$ cat config.mk
export PLATFORM = sky130hd
export DESIGN_NAME = alu_result_stage
export DESIGN_NICKNAME = d
export VERILOG_FILES = /design/src/rtl/alu_result_stage.sv
export SDC_FILE = /design/constraint.sdc
export NUM_CORES = 1
export LEC_CHECK = 0
export CELL_PAD_IN_SITES_DETAIL_PLACEMENT = 0
export CELL_PAD_IN_SITES_GLOBAL_PLACEMENT = 1
export CORE_ASPECT_RATIO = 1.2
export CORE_MARGIN = 4
export CORE_UTILIZATION = 47
export CTS_BUF_LIST = sky130_fd_sc_hd__clkbuf_4
export CTS_CLUSTER_SIZE = 14
export DETAILED_ROUTE_END_ITERATION = 12
export DONT_BUFFER_PORTS = 1
export MAX_ROUTING_LAYER = met4
export PLACE_DENSITY_LB_ADDON = 0.1
export SKIP_LAST_GASP = 1
export SLEW_MARGIN = 20
export SYNTH_ARGS = -nofsm -noshare
export SYNTH_HDL_FRONTEND = slang
export SYNTH_SLANG_ARGS = --single-unit
$ cat constraint.sdc
create_clock -name clk -period 1.4 [get_ports clk]
set_input_delay 0.28 -clock clk [delete_from_list [all_inputs] [get_ports clk]]
set_output_delay 0.28 -clock clk [all_outputs]
set_load 0.02 [all_outputs]
$ cat src/rtl/alu_result_stage.sv
// Registered ALU result stage: 2-entry skid FIFO toward writeback, architectural
// flag register, and branch-condition evaluation on the committed flags.
module alu_result_stage #(
  parameter int WIDTH      = 16,
  parameter int REG_ADDR_W = 3
) (
  input  logic                  clk,
  input  logic                  rst,
  input  logic                  in_valid,
  output logic                  in_ready,
  input  logic [WIDTH-1:0]      in_result,
  input  logic                  in_z,
  input  logic                  in_n,
  input  logic                  in_c,
  input  logic                  in_v,
  input  logic                  in_flag_we,
  input  logic [REG_ADDR_W-1:0] in_dest,
  output logic                  out_valid,
  input  logic                  out_ready,
  output logic [WIDTH-1:0]      out_result,
  output logic [REG_ADDR_W-1:0] out_dest,
  output logic [3:0]            out_flags,
  output logic [3:0]            flags_q,
  input  logic [2:0]            cond_sel,
  output logic                  cond_true
);

  // state | meaning
  // EMPTY | no entry held
  // ONE   | main register M holds the head entry
  // TWO   | M holds the head, skid register S holds the next entry
  typedef enum logic [1:0] {
    EMPTY = 2'd0,
    ONE   = 2'd1,
    TWO   = 2'd2
  } state_t;

  state_t state_q, state_d;

  logic [WIDTH-1:0]      m_result, s_result;
  logic [REG_ADDR_W-1:0] m_dest, s_dest;
  logic [3:0]            m_flags, s_flags;
  logic [3:0]            in_flags;
  logic                  accept, emit;
  logic                  load_m, load_s, move_s;

  assign in_flags  = {in_n, in_z, in_c, in_v};
  assign in_ready  = (state_q != TWO);
  assign out_valid = (state_q != EMPTY);
  assign accept    = in_valid & in_ready;
  assign emit      = out_valid & out_ready;

  always_ff @(posedge clk or posedge rst) begin
    if (rst) state_q <= EMPTY;
    else     state_q <= state_d;
  end

  always_comb begin
    state_d = state_q;
    load_m  = 1'b0;
    load_s  = 1'b0;
    move_s  = 1'b0;
    case (state_q)
      EMPTY: begin
        if (accept) begin
          load_m  = 1'b1;
          state_d = ONE;
        end
      end
      ONE: begin
        if (accept && !emit) begin
          load_s  = 1'b1;
          state_d = TWO;
        end else if (accept && emit) begin
          load_m  = 1'b1;
        end else if (emit) begin
          state_d = EMPTY;
        end
      end
      TWO: begin
        if (emit) begin
          move_s  = 1'b1;
          state_d = ONE;
        end
      end
      default: state_d = EMPTY;
    endcase
  end

  always_ff @(posedge clk or posedge rst) begin
    if (rst) begin
      m_result <= '0;
      m_dest   <= '0;
      m_flags  <= '0;
      s_result <= '0;
      s_dest   <= '0;
      s_flags  <= '0;
    end else begin
      if (load_m) begin
        m_result <= in_result;
        m_dest   <= in_dest;
        m_flags  <= in_flags;
      end else if (move_s) begin
        m_result <= s_result;
        m_dest   <= s_dest;
        m_flags  <= s_flags;
      end
      if (load_s) begin
        s_result <= in_result;
        s_dest   <= in_dest;
        s_flags  <= in_flags;
      end
    end
  end

  // Flags commit at accept time so branches see issue order, not writeback order.
  always_ff @(posedge clk or posedge rst) begin
    if (rst)                      flags_q <= 4'b0000;
    else if (accept && in_flag_we) flags_q <= in_flags;
  end

  assign out_result = m_result;
  assign out_dest   = m_dest;
  assign out_flags  = m_flags;

  always_comb begin
    cond_true = 1'b0;
    case (cond_sel)
      3'd0:    cond_true = 1'b1;
      3'd1:    cond_true = flags_q[2];
      3'd2:    cond_true = ~flags_q[2];
      3'd3:    cond_true = flags_q[3];
      3'd4:    cond_true = ~flags_q[3];
      3'd5:    cond_true = flags_q[1];
      3'd6:    cond_true = flags_q[0];
      default: cond_true = 1'b0;
    endcase
  end

endmodule
==> impl_metrics.py, run 1 <==
metrics = {
    "detailed_routing": {
        "routed_wirelength_um": 6700,
        "drt_iter0_markers": 147,
        "vias": 1925,
        "wl_per_cell_um": 21.8,
        "drc": 0,
        "ant_nets": 0,
        "avgViaCountPerCell": 6.25,
        "dr.pass1.iters": 4,
    },
    "logic_synthesis": {
        "yosysMostFrequentCell": "dfrtp_1",
        "syn_nets": 255,
        "synth_top_cell_area_share_pct": 48.6,
        "synth-seq-cells": 52,
        "synth.area.top_cells": "dfrtp_1 49%, mux2_4 11%, o221a_2 9.3%",
        "syn_area_um2": 2680,
        "synth-warning-count": 0,
        "ys_types": 34,
        "async_reset_ff_share_pct": 100,
        "synth_cells": 224,
        "avgSynthCellArea_um2": 12.0,
        "ys.flop_type": "dfrtp_1",
        "yosysSeqAreaShare_pct": 48.6,
        "synth_enable_flop_cells": 0,
        "ys_top_cells_by_count": "52 x dfrtp_1, 22 x o221a_2, 21 x inv_1",
        "synth_top_area_cell": "dfrtp_1",
    },
    "outcome": {
        "outcome": "finished with violations",
        "violations": "setup timing",
    },
    "setup_path": {
        "cp.arrival_ps": 1320,
        "crit_chain": "nor2b_4 > a31oi_1 > o211ai_1 > buf_4",
        "critPathMaxStageDelay_ps": 420,
        "worst-path-max-fanout": 3,
        "startpoint": "flags_q[2]",
        "critPathSlowestCell": "dfrtp_1",
        "worstSetupStartpointType": "flip-flop",
        "crit_path_end_kind": "output port",
        "cp.required_ps": 1120,
        "critPathKind": "reg -> out",
        "reg2reg_from": "state_q[1]",
    },
    "placement": {
        "place_congestion": 0.791,
        "place_hpwl_um": 4320,
        "dp_slack_ps": -98.3,
        "io_buffers": 0,
    },
    "power": {
        "p_leak_nw": 1.43,
        "pwr-share-seq_pct": 50.5,
        "irDropWorstVdd_mv": 1.01,
        "p_sw_mw": 1.70,
        "pwr_density_cell_nw_per_um2": 1510,
        "swShare_pct": 33.3,
        "combPwrFrac_pct": 32.8,
        "clkPwrFrac_pct": 16.7,
        "power.internal_mw": 3.41,
    },
    "die": {
        "dieArea_um2": 6970,
        "io_pins": 61,
        "die_w_um": 76.9,
        "die_y_um": 90.7,
        "core_um2": 5410,
        "start_util_pct": 49.5,
        "num_rows": 29,
    },
    "global_route": {
        "grt_max_degree": 26,
        "track_usage_pct": 20.3,
        "use_met2_pct": 31.6,
        "grt_pass1_vias": 2088,
        "grtUsageMet1_pct": 25.6,
        "antenna_found_initial": 0,
        "overflow": 0,
        "grtUsageMet3_pct": 6.09,
        "grt_pass1_wl_um": 10900,
        "busiest_layer": "met2",
    },
    "final_layout": {
        "diodes": 0,
        "drive_gt1_share_pct": 45.5,
        "area_delta_synth_final_pct": 26.4,
        "nNetsFinal": 276,
    },
    "timing": {
        "timing.hold.ws_ps": 49.6,
        "finalHoldViolCount": 0,
        "fin_setup_tns_ps": -6870,
        "worst_pin_slew_ps": 526,
        "rsz0062_at_grt": "yes",
        "layout_min_cycle_time_ps": 1600,
        "setup_ws_ps": -199,
        "timing.final.crit_share_pct": 114,
        "slew_viol_final": 0,
        "setup_viol": 52,
        "max_freq_mhz": 625,
        "max_slew_margin_pct": 64.8,
        "finalClockSkew_ps": 10.8,
    },
    "clock_tree": {
        "clk_latency_ps": 360,
        "ctsHtreeMaxLevel": 2,
        "cts_tree": "built",
        "cts.clk_slew.worst_paths_ps": 150,
        "cts-root-buf": "clkbuf_4",
        "cts_buffers": 5,
        "cts.sinks": 52,
        "cts_max_path_buffers": 2,
    },
    "run": {
        "maxCapViolations": 0,
    },
    "hold_path": {
        "min_from": "in_result[0]",
        "hold_class": "in -> reg",
    },
}
-- area by class of cell --
type                    count  area, µm²
clock buffers               6       45.0
clock inverters             2       35.0
fillers                   415       2020
inverters                  21       82.6
multi-input cells         128       1440
flip-flops and latches     52       1300
well taps                  62       77.6
repair buffers             37        400
-- per-layer routing --
metal,wire [µm],up-vias
li1,-,876
met1,2890,981
met2,3290,62
met3,463,6
met4,61,0
met5,0,-
-- placed cells by master, fill, tap and decap left out, types with 2 or more instances in the layout --
cell and instances:
o22ai_1 2, inv_2 2, a31oi_1 17, nor2_1 13, a21oi_1 2, buf_6 14, a22oi_1 6, o221a_4 22
nand3b_1 2, dfrtp_2 2, buf_12 3, dlygate4sd3_1 2, mux2_2 4, nor3_1 2, dfrtp_1 50, nor4b_1 14
mux2_4 23, nor4b_2 2, nor2b_4 4, inv_1 18, clkbuf_4 6, buf_4 16
-- power groups by stage --
stage | combinational, mW | sequential, mW | clock [mW]
2_1_floorplan | 1.05 | 2.48 | 0
3_3_place_gp | 1.25 | 2.56 | 0
3_5_place_dp | 1.29 | 2.57 | 0
4_1_cts | 1.49 | 2.55 | 0.881
5_1_grt | 1.80 | 2.65 | 0.948
6_report | 1.67 | 2.58 | 0.855
-- cells by family after synthesis --
family	after synthesis	synth area share, %
AOI/OAI and AO/OA	54	17.0
buffers and inverters	44	8.32
DFF	52	48.6
muxes	28	14.5
and+or+nand+nor	46	11.5
-- worst paths after layout --
path / to / slack, ps / depth (start not counted)
max: cond_true / -200 / 4
min: s_result[0] / 50 / 1
max reg2reg: out_flags[3] / -170 / 6
min reg2reg: s_result[2] / 520 / 1
max in group asynchronous: state_q[0] / 490 / 3
min in group asynchronous: out_result[2] / 420 / 2
-- worst max-delay path, delay by kind of cell, from the launching register on --
kind                   cells  cell delay (ps)
flip-flops                 1              420
AND/OR/NAND/NOR            1              130
AO/OA/AOI/OAI              2              240
buffers and inverters      1              170
-- registers in the layout (all words and copies together), names as in the netlist --
name,cells
s_dest,3
out_result,16
s_flags,4
out_flags,4
s_result,16
flags_q,4
out_dest,3
state_q,2
-- repair_timing --
item | CTS | global route
endpoints found under the setup margin | 52 | 49
resized for setup | 38 | 28
hold buffers | 2 | 0
setup buffers | 5 | 5
cloned | 4 | 0
pin swaps | 6 | 22
hold endpoints to repair | 21 | 0
-- stage by stage --
step / instances / utilization, % / power (mW) / instance area, µm²
CTS: 303 / 58.5 / 4.92 / 3160
finish: 308 / 62.6 / 5.11 / 3380
global route: 308 / 62.6 / 5.39 / 3380
global placement: 285 / 52.5 / 3.81 / 2840
floorplan: 224 / - / 3.53 / 2690
detailed placement: 285 / 52.5 / 3.86 / 2840
No activity file was read; power rests on OpenSTA's default activity.
==> run 2: changes to the inputs <==
SKIP_LAST_GASP = default   (was 1)
==> impl_metrics.py, run 2 (same netlist as run 1, synthesis figures left out) <==
metrics = {
    "timing": {
        "max_freq_mhz": 626,
        "setup_ws_ps": -198,
        "worst_pin_slew_ps": 523,
        "finalClockSkew_ps": 11.2,
        "max_slew_margin_pct": 65.1,
        "slew_viol_final": 0,
        "timing.final.crit_share_pct": 114,
        "setup_viol": 53,
        "rsz0062_at_grt": "yes",
        "layout_min_cycle_time_ps": 1600,
        "finalHoldViolCount": 0,
        "timing.hold.ws_ps": 49.3,
    },
    "clock_tree": {
        "cts.clk_slew.worst_paths_ps": 150,
        "cts_buffers": 5,
        "cts-root-buf": "clkbuf_4",
        "cts.sinks": 52,
        "cts_max_path_buffers": 2,
        "ctsHtreeMaxLevel": 2,
        "clk_latency_ps": 360,
        "cts_tree": "built",
    },
    "setup_path": {
        "worstSetupStartpointType": "flip-flop",
        "crit_chain": "nor2b_4 > a31oi_1 > o211ai_1 > buf_4",
        "cp.arrival_ps": 1320,
        "crit_path_end_kind": "output port",
        "worst-path-max-fanout": 3,
        "critPathKind": "reg -> out",
        "critPathMaxStageDelay_ps": 420,
        "critPathSlowestCell": "dfrtp_1",
        "cp.required_ps": 1120,
    },
    "final_layout": {
        "drive_gt1_share_pct": 46.3,
        "final_common_cell": "dfrtp_1",
        "final_cell_mix": "50 x dfrtp_1, 23 x mux2_4, 21 x o221a_4",
        "area_delta_synth_final_pct": 26.7,
        "diodes": 0,
        "nNetsFinal": 276,
    },
    "placement": {
        "place_hpwl_um": 4320,
        "place_congestion": 0.791,
        "dp_slack_ps": -98.3,
        "io_buffers": 0,
    },
    "power": {
        "p_leak_nw": 1.43,
        "power.internal_mw": 3.40,
        "combPwrFrac_pct": 32.8,
        "clkPwrFrac_pct": 16.8,
        "p_sw_mw": 1.70,
        "swShare_pct": 33.4,
        "pwr_density_cell_nw_per_um2": 1510,
        "irDropWorstVdd_mv": 1.01,
        "pwr-share-seq_pct": 50.5,
    },
    "run": {
        "maxCapViolations": 0,
    },
    "hold_path": {
        "hold_class": "in -> reg",
    },
    "detailed_routing": {
        "dr.pass1.iters": 5,
        "drc": 0,
        "ant_nets": 0,
        "avgViaCountPerCell": 6.32,
        "drt_iter0_markers": 143,
        "routed_wirelength_um": 6690,
        "wl_per_cell_um": 21.7,
        "vias": 1948,
    },
    "die": {
        "num_rows": 29,
        "die_y_um": 90.7,
        "dieArea_um2": 6970,
        "io_pins": 61,
        "start_util_pct": 49.5,
        "die_w_um": 76.9,
        "core_um2": 5410,
    },
    "global_route": {
        "track_usage_pct": 20.3,
        "antenna_found_initial": 0,
        "grt_pass1_wl_um": 11000,
        "grt_pass1_vias": 2099,
        "grt_max_degree": 26,
        "overflow": 0,
    },
    "outcome": {
        "violations": "setup timing",
        "outcome": "finished with violations",
    },
}
==> run 2: changes by cell type in the layout (fill, tap and decap cells not counted) <==
| cell | delta |
|---|---|
| nor2_2 | -1 |
| nor4b_1 | -2 |
| nor2_4 | +1 |
| nor4b_2 | +2 |
| o221a_4 | -1 |
| o221a_2 | +1 |
==> run 2: metrics by stage <==
| stage | utilization (%) | TNS, ps | std cells | total power, mW | area (µm²) |
|---|---|---|---|---|---|
| after floorplan | - | -2680 | 224 | 3.53 | 2690 |
| after global placement | 52.5 | -99.1 | 285 | 3.81 | 2840 |
| after detailed placement | 52.5 | -3260 | 285 | 3.86 | 2840 |
| after CTS | 58.8 | -5790 | 303 | 4.94 | 3180 |
| after global routing | 62.8 | -8190 | 308 | 5.39 | 3390 |
| final | 62.8 | -5740 | 308 | 5.11 | 3390 |
==> run 2: routing by layer <==
| metal | vias to the layer above | GRT usage [%] | routed length [µm] |
|---|---|---|---|
| li1 | 877 | - | - |
| met1 | 1000 | 25.4 | 2850 |
| met2 | 65 | 31.8 | 3270 |
| met3 | 6 | 6.39 | 511 |
| met4 | 0 | 5.74 | 60 |
| met5 | - | - | 0 |
==> run 2: worst max-delay path, delay by kind of cell, from the launching register on <==
kind                   cells  cell delay [ps]
buffers and inverters      1              170
and+or+nand+nor            1              130
AOI/OAI and AO/OA          2              240
DFF                        1              420
==> run 2: area by class of cell <==
type | count | area [µm²]
repair buffers | 37 | 400
multi-input cells | 128 | 1450
flip-flops and latches | 52 | 1300
inverters | 21 | 82.6
clock inverters | 2 | 35.0
fillers | 408 | 2010
well taps | 62 | 77.6
clock buffers | 6 | 45.0
==> run 2: power groups by stage <==
| stage | Sequential (mW) | Clock, mW | Combinational [mW] |
|---|---|---|---|
| 2_1_floorplan | 2.48 | 0 | 1.05 |
| 3_3_place_gp | 2.56 | 0 | 1.25 |
| 3_5_place_dp | 2.57 | 0 | 1.29 |
| 4_1_cts | 2.55 | 0.881 | 1.50 |
| 5_1_grt | 2.65 | 0.947 | 1.80 |
| 6_report | 2.58 | 0.857 | 1.67 |
==> run 2: final timing paths <==
path,start,cells past startpoint,slack [ps],to
worst max-delay path,flags_q[2],4,-200,cond_true
worst min-delay path,in_dest[1],1,50,s_dest[1]
worst max register to register,state_q[1],6,-140,out_result[9]
worst min register to register,s_result[2],1,520,s_result[2]
max in group asynchronous,rst,3,490,state_q[0]
min in group asynchronous,rst,2,420,out_result[2]
==> run 2: repair_timing <==
item,CTS,global route
gates resized for setup,42,26
hold buffers,2,0
cloned,4,0
pin swaps,7,20
endpoints found under the setup margin,52,49
endpoints found under the hold margin,21,0
buffers inserted,5,5
==> run 3: changes to the inputs <==
CELL_PAD_IN_SITES_GLOBAL_PLACEMENT = 2   (was 1)
CORE_UTILIZATION = 38   (was 47)
==> impl_metrics.py, run 3 (same netlist as run 1, synthesis figures left out) <==
metrics = {
    "detailed_routing": {
        "ant_nets": 0,
        "dr.pass1.iters": 4,
        "vias": 2034,
        "avgViaCountPerCell": 5.95,
        "routed_wirelength_um": 7950,
        "drt_iter0_markers": 89,
        "drc": 0,
        "wl_per_cell_um": 23.2,
    },
    "placement": {
        "numPlacedInstances": 311,
        "place_congestion": 0.782,
        "dp_slack_ps": -65.8,
        "place_hpwl_um": 4760,
        "io_buffers": 0,
        "place_area_um2": 2880,
    },
    "final_layout": {
        "diodes": 0,
        "final_area_um2": 3740,
        "finalCoreUtilization_pct": 54.6,
        "final_cell_count_no_fill": 342,
        "n_fill_cell": 569,
        "nNetsFinal": 285,
        "final_common_cell": "dfrtp_1",
        "area_delta_synth_final_pct": 39.7,
        "drive_gt1_share_pct": 53.3,
        "final_cell_mix": "50 x dfrtp_1, 23 x mux2_4, 22 x o221a_4",
    },
    "clock_tree": {
        "cts.clk_slew.worst_paths_ps": 150,
        "clk_latency_ps": 380,
        "cts_max_path_buffers": 2,
        "cts_tree": "built",
        "ctsHtreeMaxLevel": 2,
        "cts-root-buf": "clkbuf_4",
        "cts_buffers": 5,
        "cts.sinks": 52,
    },
    "hold_path": {
        "min_from": "in_result[0]",
        "whs_endpoint": "s_result[0]",
        "hold_depth": 1,
        "hold_class": "in -> reg",
    },
    "setup_path": {
        "reg2reg_from": "state_q[1]",
        "worstSetupStartpointType": "flip-flop",
        "cp.arrival_ps": 1880,
        "worst-path-max-fanout": 7,
        "crit_path_end_kind": "flip-flop",
        "reg2regPathDepth": 7,
        "critPathSlowestCell": "dfrtp_2",
        "rrSetupSlack_ps": -210,
        "critPathMaxStageDelay_ps": 460,
        "critPathKind": "reg -> reg",
        "cp.required_ps": 1670,
        "r2r-end": "out_result[3]",
        "crit_chain": "buf_6 > buf_12 > mux2i_4 > o21ai_4 > buf_6 > buf_12 > o221a_4",
    },
    "die": {
        "core_um2": 6850,
        "die_w_um": 84.6,
        "io_pins": 61,
        "dieArea_um2": 8460,
        "start_util_pct": 39.1,
        "num_rows": 33,
        "die_y_um": 100,
    },
    "global_route": {
        "grt_pass1_wl_um": 13000,
        "grtUsageMet1_pct": 23.9,
        "grtUsageMet3_pct": 6.16,
        "grt_pass1_vias": 2283,
        "antenna_found_initial": 0,
        "use_met2_pct": 33.8,
        "track_usage_pct": 20.1,
        "grt_max_degree": 30,
        "overflow": 0,
        "busiest_layer": "met2",
    },
    "outcome": {
        "outcome": "finished with violations",
        "violations": "setup timing",
    },
    "power": {
        "irDropWorstVdd_mv": 0.606,
        "pwr_density_cell_nw_per_um2": 1420,
        "p_leak_nw": 1.54,
        "finalPower_mw": 5.30,
    },
    "timing": {
        "timing.hold.ws_ps": 34.1,
        "setup_viol": 49,
        "finalClockSkew_ps": 13.7,
        "slew_viol_final": 0,
        "finalHoldViolCount": 0,
        "setup_ws_ps": -207,
        "layout_min_cycle_time_ps": 1610,
        "timing.final.crit_share_pct": 115,
        "worst_pin_slew_ps": 384,
        "fin_setup_tns_ps": -7430,
        "max_slew_margin_pct": 74.4,
        "max_freq_mhz": 622,
        "rsz0062_at_grt": "yes",
    },
    "run": {
        "maxCapViolations": 0,
    },
}
-- run 3: cell types whose count changed in the layout (fill, tap and decap cells not counted), moves of 3 or more --
cell     before  now
a22oi_1       6    3
nor4b_2       4    8
nor4b_1      12    2
a22oi_2       0    3
buf_12        3    8
nor4b_4       0    6
-- run 3: worst max path at each step --
stage / from / to / slack (ps)
final: state_q[1] / out_result[3] / -210
after global routing: flags_q[2] / cond_true / -310
after CTS: flags_q[2] / cond_true / -220
after detailed placement: state_q[1] / out_flags[0] / -70
after global placement: state_q[1] / out_result[8] / -40
after floorplan: state_q[1] / s_dest[0] / -130
-- run 3: final cells by class --
type | count | area, µm² | area share [%]
Sequential cell | 52 | 1300 | 34.9
Multi-Input combinational cell | 128 | 1600 | 42.9
Tap cell | 87 | 109 | 2.91
Inverter | 21 | 85.1 | 2.28
Clock inverter | 1 | 3.75 | 0.100
Timing Repair Buffer | 46 | 583 | 15.6
Clock buffer | 7 | 52.6 | 1.41
-- run 3: power by group --
| group | internal (mW) | switching [mW] |
|---|---|---|
| Clock | 0.233 | 0.477 |
| Combinational | 1.23 | 0.761 |
| Sequential | 1.97 | 0.629 |
-- run 3: repair_timing --
action,in CTS,in global routing
endpoints found under the hold margin,53,0
gates cloned,4,1
gates resized for setup,77,23
setup endpoints to repair,52,50
pin swaps,24,13
buffers inserted,15,5
hold buffers,2,0
-- run 3: worst max-delay path, delay by kind of cell (launching register included) --
family | cells | cell delay, ps
muxes | 1 | 190
DFF | 1 | 460
AOI/OAI and AO/OA | 2 | 310
buffers and inverters | 4 | 540
-- run 3: metal layers --
layer  wire length (µm)  part of all wire (%)
met4                171                   2.2
met1               3220                    41
met5                  0                     0
met2               3960                    50
met3                590                   7.4
